**config.mk**
```make
export PLATFORM = sky130hd
export DESIGN_NAME = wb_neopixel
export DESIGN_NICKNAME = d
export VERILOG_FILES = /design/src/rtl/neopx_pkg.sv /design/src/rtl/neopx_bit_serializer.sv /design/src/rtl/wb_neopixel.sv
export SDC_FILE = /design/constraint.sdc
export NUM_CORES = 2
export LEC_CHECK = 0
export BUFFER_PORTS_ARGS = -buffer_cell sky130_fd_sc_hd__buf_4
export CORE_ASPECT_RATIO = 1.5
export CORE_MARGIN = 5
export CORE_UTILIZATION = 50
export CTS_BUF_LIST = sky130_fd_sc_hd__clkbuf_8
export DETAILED_ROUTE_END_ITERATION = 8
export GPL_ROUTABILITY_DRIVEN = 0
export PLACE_DENSITY = 0.66
export SYNTH_ARGS = -nofsm -noshare
export SYNTH_HDL_FRONTEND = slang
export SYNTH_HIERARCHICAL = 1
export SYNTH_SLANG_ARGS = --single-unit
```
**constraint.sdc**
```tcl
create_clock -name i_clk -period 4.7 [get_ports i_clk]
set_input_delay 0.94 -clock i_clk [delete_from_list [all_inputs] [get_ports i_clk]]
set_output_delay 0.94 -clock i_clk [all_outputs]
set_load 0.03 [all_outputs]
```
**src/rtl/neopx_pkg.sv**
```systemverilog
// Shared constants, state encodings and wire-order helper for the NeoPixel driver.
// NEOPX_RGBW_EN selects 32-bit RGBW pixels; otherwise 24-bit RGB.
package neopx_pkg;

    localparam int unsigned NUM_PIXELS_DEF = 64;
    localparam int unsigned T_BIT_DEF      = 90;
    localparam int unsigned T0H_DEF        = 25;
    localparam int unsigned T1H_DEF        = 50;
    localparam int unsigned T_RST_DEF      = 21600;

`ifdef NEOPX_RGBW_EN
    localparam int unsigned BPP = 32;
`else
    localparam int unsigned BPP = 24;
`endif

    // Word offsets on adr[8:2]
    localparam logic [6:0] REG_CTRL  = 7'h00;
    localparam logic [6:0] REG_COUNT = 7'h01;
    localparam logic [6:0] PIX_BASE  = 7'h40;

    typedef enum logic [1:0] {
        ST_IDLE,
        ST_LOAD,
        ST_SEND,
        ST_GAP
    } neopx_state_e;

    typedef enum logic [1:0] {
        PH_IDLE,
        PH_HIGH,
        PH_LOW
    } neopx_phase_e;

    // Stored word (0x[WW]RRGGBB) to transmit order G, R, B[, W], MSB first
    function automatic logic [BPP-1:0] wire_order(input logic [BPP-1:0] w);
`ifdef NEOPX_RGBW_EN
        return {w[15:8], w[23:16], w[7:0], w[31:24]};
`else
        return {w[15:8], w[23:16], w[7:0]};
`endif
    endfunction

endpackage

```
**src/rtl/neopx_bit_serializer.sv**
```systemverilog
// Cycle-exact WS2812 bit encoder: one bit per T_BIT period, high for T0H/T1H.
// bit_req_c is high while a new bit may be accepted; bits are back to back.
module neopx_bit_serializer
    import neopx_pkg::*;
#(
    parameter int unsigned T_BIT = T_BIT_DEF,
    parameter int unsigned T0H   = T0H_DEF,
    parameter int unsigned T1H   = T1H_DEF
) (
    input  logic clk,
    input  logic rst,
    input  logic bit_valid,
    input  logic bit_in,
    output logic bit_req_c,
    output logic line
);

    localparam int unsigned CW = $clog2(T_BIT + 1);

    neopx_phase_e   phase, phase_nxt;
    logic [CW-1:0]  cnt, cnt_nxt;
    logic           cur_bit, cur_bit_nxt;
    logic           line_nxt;

    always_ff @(posedge clk) begin
        if (rst) begin
            phase   <= PH_IDLE;
            cnt     <= '0;
            cur_bit <= 1'b0;
            line    <= 1'b0;
        end else begin
            phase   <= phase_nxt;
            cnt     <= cnt_nxt;
            cur_bit <= cur_bit_nxt;
            line    <= line_nxt;
        end
    end

    // cnt numbers the cycles of the current period from 1 to T_BIT
    always_comb begin
        phase_nxt   = phase;
        cnt_nxt     = cnt + CW'(1);
        cur_bit_nxt = cur_bit;
        line_nxt    = line;
        bit_req_c   = 1'b0;
        case (phase)
            PH_IDLE: begin
                bit_req_c = 1'b1;
                cnt_nxt   = '0;
                line_nxt  = 1'b0;
                if (bit_valid) begin
                    phase_nxt   = PH_HIGH;
                    cnt_nxt     = CW'(1);
                    cur_bit_nxt = bit_in;
                    line_nxt    = 1'b1;
                end
            end
            PH_HIGH: begin
                if (cnt == (cur_bit ? CW'(T1H) : CW'(T0H))) begin
                    phase_nxt = PH_LOW;
                    line_nxt  = 1'b0;
                end
            end
            PH_LOW: begin
                if (cnt == CW'(T_BIT)) begin
                    bit_req_c = 1'b1;
                    if (bit_valid) begin
                        phase_nxt   = PH_HIGH;
                        cnt_nxt     = CW'(1);
                        cur_bit_nxt = bit_in;
                        line_nxt    = 1'b1;
                    end else begin
                        phase_nxt = PH_IDLE;
                        cnt_nxt   = '0;
                        line_nxt  = 1'b0;
                    end
                end
            end
            default: begin
                phase_nxt = PH_IDLE;
                cnt_nxt   = '0;
                line_nxt  = 1'b0;
            end
        endcase
    end

endmodule

```
**src/rtl/wb_neopixel.sv**
```systemverilog
// Wishbone classic slave with a pixel buffer that streams frames to a NeoPixel chain.
// NEOPX_RGBW_EN switches to 32-bit RGBW pixels.
module wb_neopixel
    import neopx_pkg::*;
#(
    parameter int unsigned NUM_PIXELS = NUM_PIXELS_DEF,
    parameter int unsigned T_BIT      = T_BIT_DEF,
    parameter int unsigned T0H        = T0H_DEF,
    parameter int unsigned T1H        = T1H_DEF,
    parameter int unsigned T_RST      = T_RST_DEF
) (
    input  logic        i_clk,
    input  logic        i_rst,
    input  logic        i_wb_cyc,
    input  logic        i_wb_stb,
    input  logic        i_wb_we,
    input  logic [31:0] i_wb_adr,
    input  logic [31:0] i_wb_dat,
    input  logic [3:0]  i_wb_sel,
    output logic [31:0] o_wb_dat,
    output logic        o_wb_ack,
    output logic        o_neoPx,
    output logic        o_busy
);

    localparam int unsigned PIX_AW = (NUM_PIXELS > 1) ? $clog2(NUM_PIXELS) : 1;
    localparam int unsigned GAP_W  = $clog2(T_RST + 1);
    localparam int unsigned BIT_W  = $clog2(BPP);
    localparam int unsigned NBYTES = BPP / 8;

    neopx_state_e      state, state_nxt;
    logic [BPP-1:0]    pix_mem [NUM_PIXELS];
    logic [6:0]        count;
    logic [BPP-1:0]    shift_reg;
    logic [BIT_W-1:0]  bit_cnt;
    logic [PIX_AW-1:0] pix_idx;
    logic [6:0]        pix_rem;
    logic [GAP_W-1:0]  gap_cnt;

    logic              wb_acc_c, pix_ok_c, pix_we_c, start_c;
    logic [6:0]        word_adr_c, frame_len_c;
    logic [PIX_AW-1:0] pix_adr_c;
    logic [31:0]       rd_c;
    logic [BPP-1:0]    first_word_c, next_word_c;
    logic              ser_req_c, ser_valid_c, ser_bit_c;
    logic              load_c, adv_bit_c, adv_pix_c;
    logic              unused_c;

    assign unused_c = ^{i_wb_adr, i_wb_dat, i_wb_sel};

    assign wb_acc_c    = i_wb_cyc & i_wb_stb & ~o_wb_ack;
    assign word_adr_c  = i_wb_adr[8:2];
    assign pix_adr_c   = i_wb_adr[2 +: PIX_AW];
    assign pix_ok_c    = i_wb_adr[8] && ({1'b0, i_wb_adr[7:2]} < 7'(NUM_PIXELS));
    assign pix_we_c    = wb_acc_c & i_wb_we & pix_ok_c;
    assign start_c     = wb_acc_c & i_wb_we & (word_adr_c == REG_CTRL) & i_wb_dat[0] & (count != '0);
    assign frame_len_c = (count > 7'(NUM_PIXELS)) ? 7'(NUM_PIXELS) : count;

    // Next pixel is read at the end of the current pixel's last bit, so late writes still land
    assign first_word_c = wire_order(pix_mem[0]);
    assign next_word_c  = wire_order(pix_mem[PIX_AW'(pix_idx + PIX_AW'(1))]);

    always_comb begin
        rd_c = '0;
        if (pix_ok_c) begin
            rd_c = 32'(pix_mem[pix_adr_c]);
        end else if (word_adr_c == REG_CTRL) begin
            rd_c = {31'd0, o_busy};
        end else if (word_adr_c == REG_COUNT) begin
            rd_c = {25'd0, count};
        end
    end

    // Pixel buffer keeps its contents across reset
    always_ff @(posedge i_clk) begin
        if (pix_we_c) begin
            for (int b = 0; b < NBYTES; b++) begin
                if (i_wb_sel[b]) begin
                    pix_mem[pix_adr_c][8*b +: 8] <= i_wb_dat[8*b +: 8];
                end
            end
        end
    end

    always_ff @(posedge i_clk) begin
        if (i_rst) begin
            o_wb_ack <= 1'b0;
            o_wb_dat <= '0;
            count    <= '0;
        end else begin
            o_wb_ack <= wb_acc_c;
            o_wb_dat <= (wb_acc_c && !i_wb_we) ? rd_c : '0;
            if (wb_acc_c && i_wb_we && (word_adr_c == REG_COUNT)) begin
                count <= i_wb_dat[6:0];
            end
        end
    end

    always_ff @(posedge i_clk) begin
        if (i_rst) begin
            state <= ST_IDLE;
        end else begin
            state <= state_nxt;
        end
    end

    always_comb begin
        state_nxt   = state;
        ser_valid_c = 1'b0;
        ser_bit_c   = shift_reg[BPP-1];
        load_c      = 1'b0;
        adv_bit_c   = 1'b0;
        adv_pix_c   = 1'b0;
        case (state)
            ST_IDLE: begin
                if (start_c) begin
                    state_nxt = ST_LOAD;
                end
            end
            ST_LOAD: begin
                load_c      = 1'b1;
                ser_valid_c = 1'b1;
                ser_bit_c   = first_word_c[BPP-1];
                state_nxt   = ST_SEND;
            end
            ST_SEND: begin
                if (ser_req_c) begin
                    if (bit_cnt != '0) begin
                        ser_valid_c = 1'b1;
                        adv_bit_c   = 1'b1;
                    end else if (pix_rem != '0) begin
                        ser_valid_c = 1'b1;
                        ser_bit_c   = next_word_c[BPP-1];
                        adv_pix_c   = 1'b1;
                    end else begin
                        state_nxt = ST_GAP;
                    end
                end
            end
            ST_GAP: begin
                if (gap_cnt == GAP_W'(T_RST - 1)) begin
                    state_nxt = ST_IDLE;
                end
            end
            default: state_nxt = ST_IDLE;
        endcase
    end

    // shift_reg holds the bits of the current pixel not yet handed to the serializer
    always_ff @(posedge i_clk) begin
        if (i_rst) begin
            shift_reg <= '0;
            bit_cnt   <= '0;
            pix_idx   <= '0;
            pix_rem   <= '0;
            gap_cnt   <= '0;
            o_busy    <= 1'b0;
        end else begin
            o_busy  <= (state_nxt != ST_IDLE);
            gap_cnt <= (state == ST_GAP) ? gap_cnt + GAP_W'(1) : '0;
            if (load_c) begin
                shift_reg <= first_word_c << 1;
                bit_cnt   <= BIT_W'(BPP - 1);
                pix_idx   <= '0;
                pix_rem   <= frame_len_c - 7'd1;
            end else if (adv_bit_c) begin
                shift_reg <= shift_reg << 1;
                bit_cnt   <= bit_cnt - BIT_W'(1);
            end else if (adv_pix_c) begin
                shift_reg <= next_word_c << 1;
                bit_cnt   <= BIT_W'(BPP - 1);
                pix_idx   <= pix_idx + PIX_AW'(1);
                pix_rem   <= pix_rem - 7'd1;
            end
        end
    end

    neopx_bit_serializer #(
        .T_BIT (T_BIT),
        .T0H   (T0H),
        .T1H   (T1H)
    ) u_ser (
        .clk       (i_clk),
        .rst       (i_rst),
        .bit_valid (ser_valid_c),
        .bit_in    (ser_bit_c),
        .bit_req_c (ser_req_c),
        .line      (o_neoPx)
    );

endmodule
```
Word-level counts from Yosys, hierarchy flattened
Memory sizes are Yosys's and may differ from the RTL's. Cells that the tools add are included.

$lt $le $gt $ge: 1. Multiplexer cells: 61. Equal/unequal tests: 13. Add/sub/neg operators: 6. Bitwise gates (word level): 11. Reductions and logical operators: 24.

Operator list (number): 24-bit 2-to-1 mux (4); 7-bit 2-to-1 mux (7); 1-bit 2-to-1 mux (30); 7-bit case mux with 3 select lines (1); 2-bit 2-to-1 mux (8); 15-bit by 1-bit adder with 15-bit output (second input constant) (1); 15-bit == test (second input constant) (1); 5-bit 2-to-1 mux (3); 7-bit nonzero test (2); 7-bit by 1-bit subtractor with 7-bit output (second input constant) (2); 1-bit case mux with 2 select lines (4); 2-bit case mux with 4 select lines (1); 2-bit AND reduction (4); 2-bit nonzero test (4); 7-bit by 1-bit adder with 7-bit output (second input constant) (1); 1-bit bitwise AND (7); 7-bit by 1-bit == test with 1-bit output (second input constant) (1); 7-bit == test (1); 7-bit == test (second input constant) (1); 7-bit greater-than comparator (second input constant) (1); 7-bit logical NOT (1); 6-bit by 1-bit adder with 6-bit output (second input constant) (1); 2-bit == test (second input constant) (3); 6-bit 2-to-1 mux (1); other kinds (15) (26).

Output and inout bits: 35. Memories: 1. Bits in registers: 110. Input bits: 73. Memory bits (writable): 1536.

Memory list: pix_mem (words 64, width 24, rd ports 3, clocked after memory_dff 0, write ports 1, RTL line wb_neopixel.sv:32) `logic [BPP-1:0] pix_mem [NUM_PIXELS];`.

Depth between registers and ports, before layout
Depth after elaboration: 9. Gate-level depth with buffers: 16.

Modules after synthesis
Netlist, hierarchy kept.

Modules (own cells, without submodules): wb_neopixel (area an instance 76517.1 um^2, sequential area each 47946.0 um^2, times used 1, cells an instance 4808); neopx_bit_serializer (area an instance 541.8 um^2, sequential area each 220.2 um^2, times used 1, cells an instance 60).

Worst setup path before layout
No wires, ideal clock.

Path kind: input to register. Start: in i_wb_adr[2]. End: mem pix_mem[40][0] (enable). Arrival time: 2493 ps. Setup slack: 1836 ps. Stages: 8. Cell sequence: buf_6 > buf_6 > buf_6 > nor3_4 > buf_2 > buf_1 > nand2_1 > nor2_1.

RTL lines: start: declaration (RTL line wb_neopixel.sv:17) `input logic [31:0] i_wb_adr,`; end: declaration (RTL line wb_neopixel.sv:32).

Straight into the memory's write port.

Worst setup path in the final report
Start: reg pix_idx[0]. End: reg shift_reg[10].

Cells in the longest elaborated chain, start to end: 5.

RTL lines: start: declaration (RTL line wb_neopixel.sv:36) `logic [PIX_AW-1:0] pix_idx;`; start signal: assignment (RTL line wb_neopixel.sv:172) `pix_idx <= pix_idx + PIX_AW'(1);`; 6-bit by 1-bit adder with 6-bit output (RTL line wb_neopixel.sv:61) `assign next_word_c = wire_order(pix_mem[PIX_AW'(pix_idx + PIX_AW'(1))]);`; memory read 64 x 24 bit; 24-bit 2-to-1 mux (RTL line wb_neopixel.sv:169) `end else if (adv_pix_c) begin`; 24-bit 2-to-1 mux (RTL line wb_neopixel.sv:166) `end else if (adv_bit_c) begin`; 24-bit 2-to-1 mux (RTL line wb_neopixel.sv:161) `if (load_c) begin`; end signal: assignment (RTL line wb_neopixel.sv:162) `shift_reg <= first_word_c << 1;`; end signal: assignment (RTL line wb_neopixel.sv:167) `shift_reg <= shift_reg << 1;`; end signal: assignment (RTL line wb_neopixel.sv:170) `shift_reg <= next_word_c << 1;`; end: declaration (RTL line wb_neopixel.sv:34) `logic [BPP-1:0] shift_reg;`.

Every way passes these cells. The select of a mux whose other input is x is not followed. A chain may end at the register's enable or synchronous reset.

==> results.md <==
- Critical Path RT: 5630 ps
- Fin. Hold Viols: 0
- Grt met3 use: a little under a tenth
- Ys async rst share: 0%
- Met2 Track Usage GR: 51.68%
- Area contributors post-synth: edfxtp_1, mux4_2, mux2i_1
- Synth-to-layout area growth: 11.85%
- Start point of the critical path: pix_idx[0]$_SDFFE_PP0P_
- Global-route met1 utilization: 40.93%
- Worst-path maximum fanout: 21
- Antenna violations before repair: 13
- Mean post-synth cell area: around 16 um^2
- CTS tree: built
- Die height: 490.8 um
- Drt initial violations: between 8000 and 9000
- Cell taking the most area after synthesis: edfxtp_1
- Crit path time final: 3837 ps
- Slowest stage delay, CP: 790 ps
- Largest net degree at the start of global routing: 81
- First-pass GRT wire length: 392.1 mm
- Post_cts resized: 0
- Crit path DAT: 4770 ps
- Busiest grt layer: met2
- Setup bufs post-CTS: 0
- Leak: approximately 28 nW
- Clk Latency, worst-skew pair: 1030 ps
- Via count: ~53000
- Pwr/cell area: 334.0 nW/um^2
- Clock root buffer: clkbuf_8
- WS Path Type: reg2reg
- HP Start: i_wb_cyc
- Largest register FFs: around 1500
- DRC violations left: 0
- Simple-Gate Fraction of Synth Area: 5.987%
- Post-synth EDFFs: around 1500
- Synth Instances: 4868
- Most frequently used flop master after synthesis: edfxtp_1
- Count leader, synth: edfxtp_1
- Slew of the pin with the lowest slew margin: 1255 ps
- Status: finished clean
- Sw power: around 7 mW
- Sequential area share after synthesis: a little over three fifths
- Clk buf depth: 3
- Sequential power share: between 50% and 60%
- Vias per cell: 7.161
- Post-placement cell count: between 7000 and 8000
- Post-Route WL: 281.9 mm
- Final setup viols: 0
- Share of cells above drive strength 1: 27.57%
- Hold Crit Class: in2reg
- Clk slew on worst S/H paths: around 70 ps
- Top-area cell type share of the netlist area: 59.86%
- Final net count: approximately 5300
- Setup crit end kind: flip-flop
- Worst Skew: 67.03 ps
- Sw frac: 23.61%
- Synth cell count leaders: edfxtp_1, mux4_2, nand2_1, nor2_1, mux2i_1
- Xor and xnor area share after synthesis: 0.3848%
- Seq cells post-synth: around 1600
- Overall Global Routing Usage: about a third
- Final worst-path cycle share: 81.64%
- Crit-path cells: ha_4, nor2b_1, a21oi_1, o21bai_1, a22o_2, buf_4, buf_4, a32oi_1, nand4_1, a311oi_1
- DP HPWL: 190.5 mm
- Number of H-tree levels: 4
- Die ar.: 162200 um^2
- RR Startpoint: pix_idx[0]$_SDFFE_PP0P_
- Die Wd: 330.5 um
- Initial core utilization: 50.28%
- # Max-Cap Violations: 0
- Combinational share of power: 5.8%
- Post-route ant nets: 0
- Synth Area in Compound Gates: about 8%
- Setup crit start kind: flip-flop
- Num CTS Buffers: 230
- Most used cell, CP: buf_4
- Vias in the first global route: 52200
- Slew headroom: between 10% and 20%
- Synth cell types: 82
- Core Region: ~150000 um^2
- Critical path's slowest cell: a32oi_1
- Grt total ovfl: 0
- Post-Syn Area: 77060 um^2
- Pre-antenna DRT Iters: 9
- Final Slew Violations: 0
- I/O pin count: ~110
- Largest family of logic cells by synthesized area: multiplexers
- Pint: approximately 22 mW
- Total negative slack: 0 ps
- Row cnt: 176
- Routed length per instance: approximately 38 um
- Portion of netlist area occupied by mux cells: 19.78%
- Yosys warning count: 6
- RSZ-0062 raised after global routing: false
- Finished Layout Cells: 7458
- Clock sink count: roughly 1600
- Hold_buf cts: 0
- Post-Synth Adder-Cell Area: less than 1%
- Port bufs: 65
- Worst vdd ir: between 200 and 250 uV
- Highest clock rate: between 200 and 300 MHz
- Clock power frac: 38.8%
- Fill count: 12110
[worst max-delay path, delay by kind of cell (launching register included)]
family	cells	cell delay, ps
AO/OA/AOI/OAI	5	1800
flip-flops	1	670
buffers and inverters	2	520
AND/OR/NAND/NOR	2	420
adder cells (fa/ha/maj)	1	340
[area by class of cell]
| type | instances | area, um^2 | share of cell area [%] |
|---|---|---|---|
| antenna | 14 | 35.03 | 0.04065 |
| clock buffer | 243 | 3344 | 3.880 |
| clock inverter | 190 | 1201 | 1.394 |
| inverter | 13 | 57.56 | 0.06678 |
| multi-input combinational | 2810 | 26650 | 30.92 |
| sequential | 1638 | 48170 | 55.89 |
| tap | 2047 | 2561 | 2.971 |
| timing repair buffer | 503 | 4174 | 4.843 |
[kinds of logic after synthesis]
kind of cell	count (synthesis)
AND/OR/NAND/NOR	1072
multiplexers	865
AO/OA/AOI/OAI	821
other	1
adder cells (fa/ha/maj)	11
XOR/XNOR	33
buffers and inverters	427
flip-flops	1638
[stage by stage]
stage               utilization (%)  setup slack, ps  instance area [um^2]  hold WS, ps  total power, mW
CTS                           56.21            978.2                 86160        155.0            28.81
global placement              53.25            578.8                 81610        427.8            17.85
finish                        56.24            863.0                 86190        212.0            28.79
global route                  56.22            775.9                 86170        202.0            29.54
detailed placement            53.25            564.7                 81610        453.2            17.86
floorplan                         -             1836                 77090        417.5            17.02
[cells in the final DEF (no fill, tap or decap), types with 9 or more instances in the layout]
cell,instances
a22o_1,36
o221ai_1,20
o22ai_1,85
nor2b_1,14
a22oi_1,91
nor2_1,372
inv_1,84
buf_4,470
xor2_1,21
diode_2,14
nand4_1,30
nand2b_1,10
a21oi_1,94
o21ai_0,89
edfxtp_1,1536
a221o_1,34
nand3_1,73
mux2i_1,232
buf_12,30
mux4_2,509
a31oi_1,20
a222oi_1,32
dfxtp_1,101
clkinv_2,32
mux2_2,120
a211oi_1,19
a32oi_1,50
xnor2_1,11
clkinv_1,58
nor3_1,13
a311oi_1,44
and3_1,31
ha_1,9
bufinv_16,14
clkbuf_8,243
a221oi_1,159
nand2_1,447
[metal layers]
metal  routed length, um  up-vias
met2              126500     4704
li1                    -    20660
met3               35830     1243
met1               88470    26800
met5                  13        -
met4               31040        2
[path summary, 6_finish.rpt]
| kind | to | slack [ps] | cells past startpoint |
|---|---|---|---|
| worst max-delay path | shift_reg[10]$_SDFFE_PP0P_ | 860 | 10 |
| worst min register to register | gap_cnt[0]$_SDFF_PP0_ | 460 | 1 |
| worst max register to register | shift_reg[10]$_SDFFE_PP0P_ | 860 | 10 |
| worst min-delay path | o_wb_ack$_SDFF_PP0_ | 210 | 3 |
[power groups by stage]
stage          registers, mW  logic (mW)  clock network [mW]
6_report                15.9        1.68                11.2
5_1_grt                 15.9        1.69                11.9
4_1_cts                 15.9        1.61                11.3
3_5_place_dp            16.3        1.61                   0
3_3_place_gp            16.3        1.60                   0
2_1_floorplan           16.3       0.764                   0
Note: power is estimated with default switching activity, not from simulation.
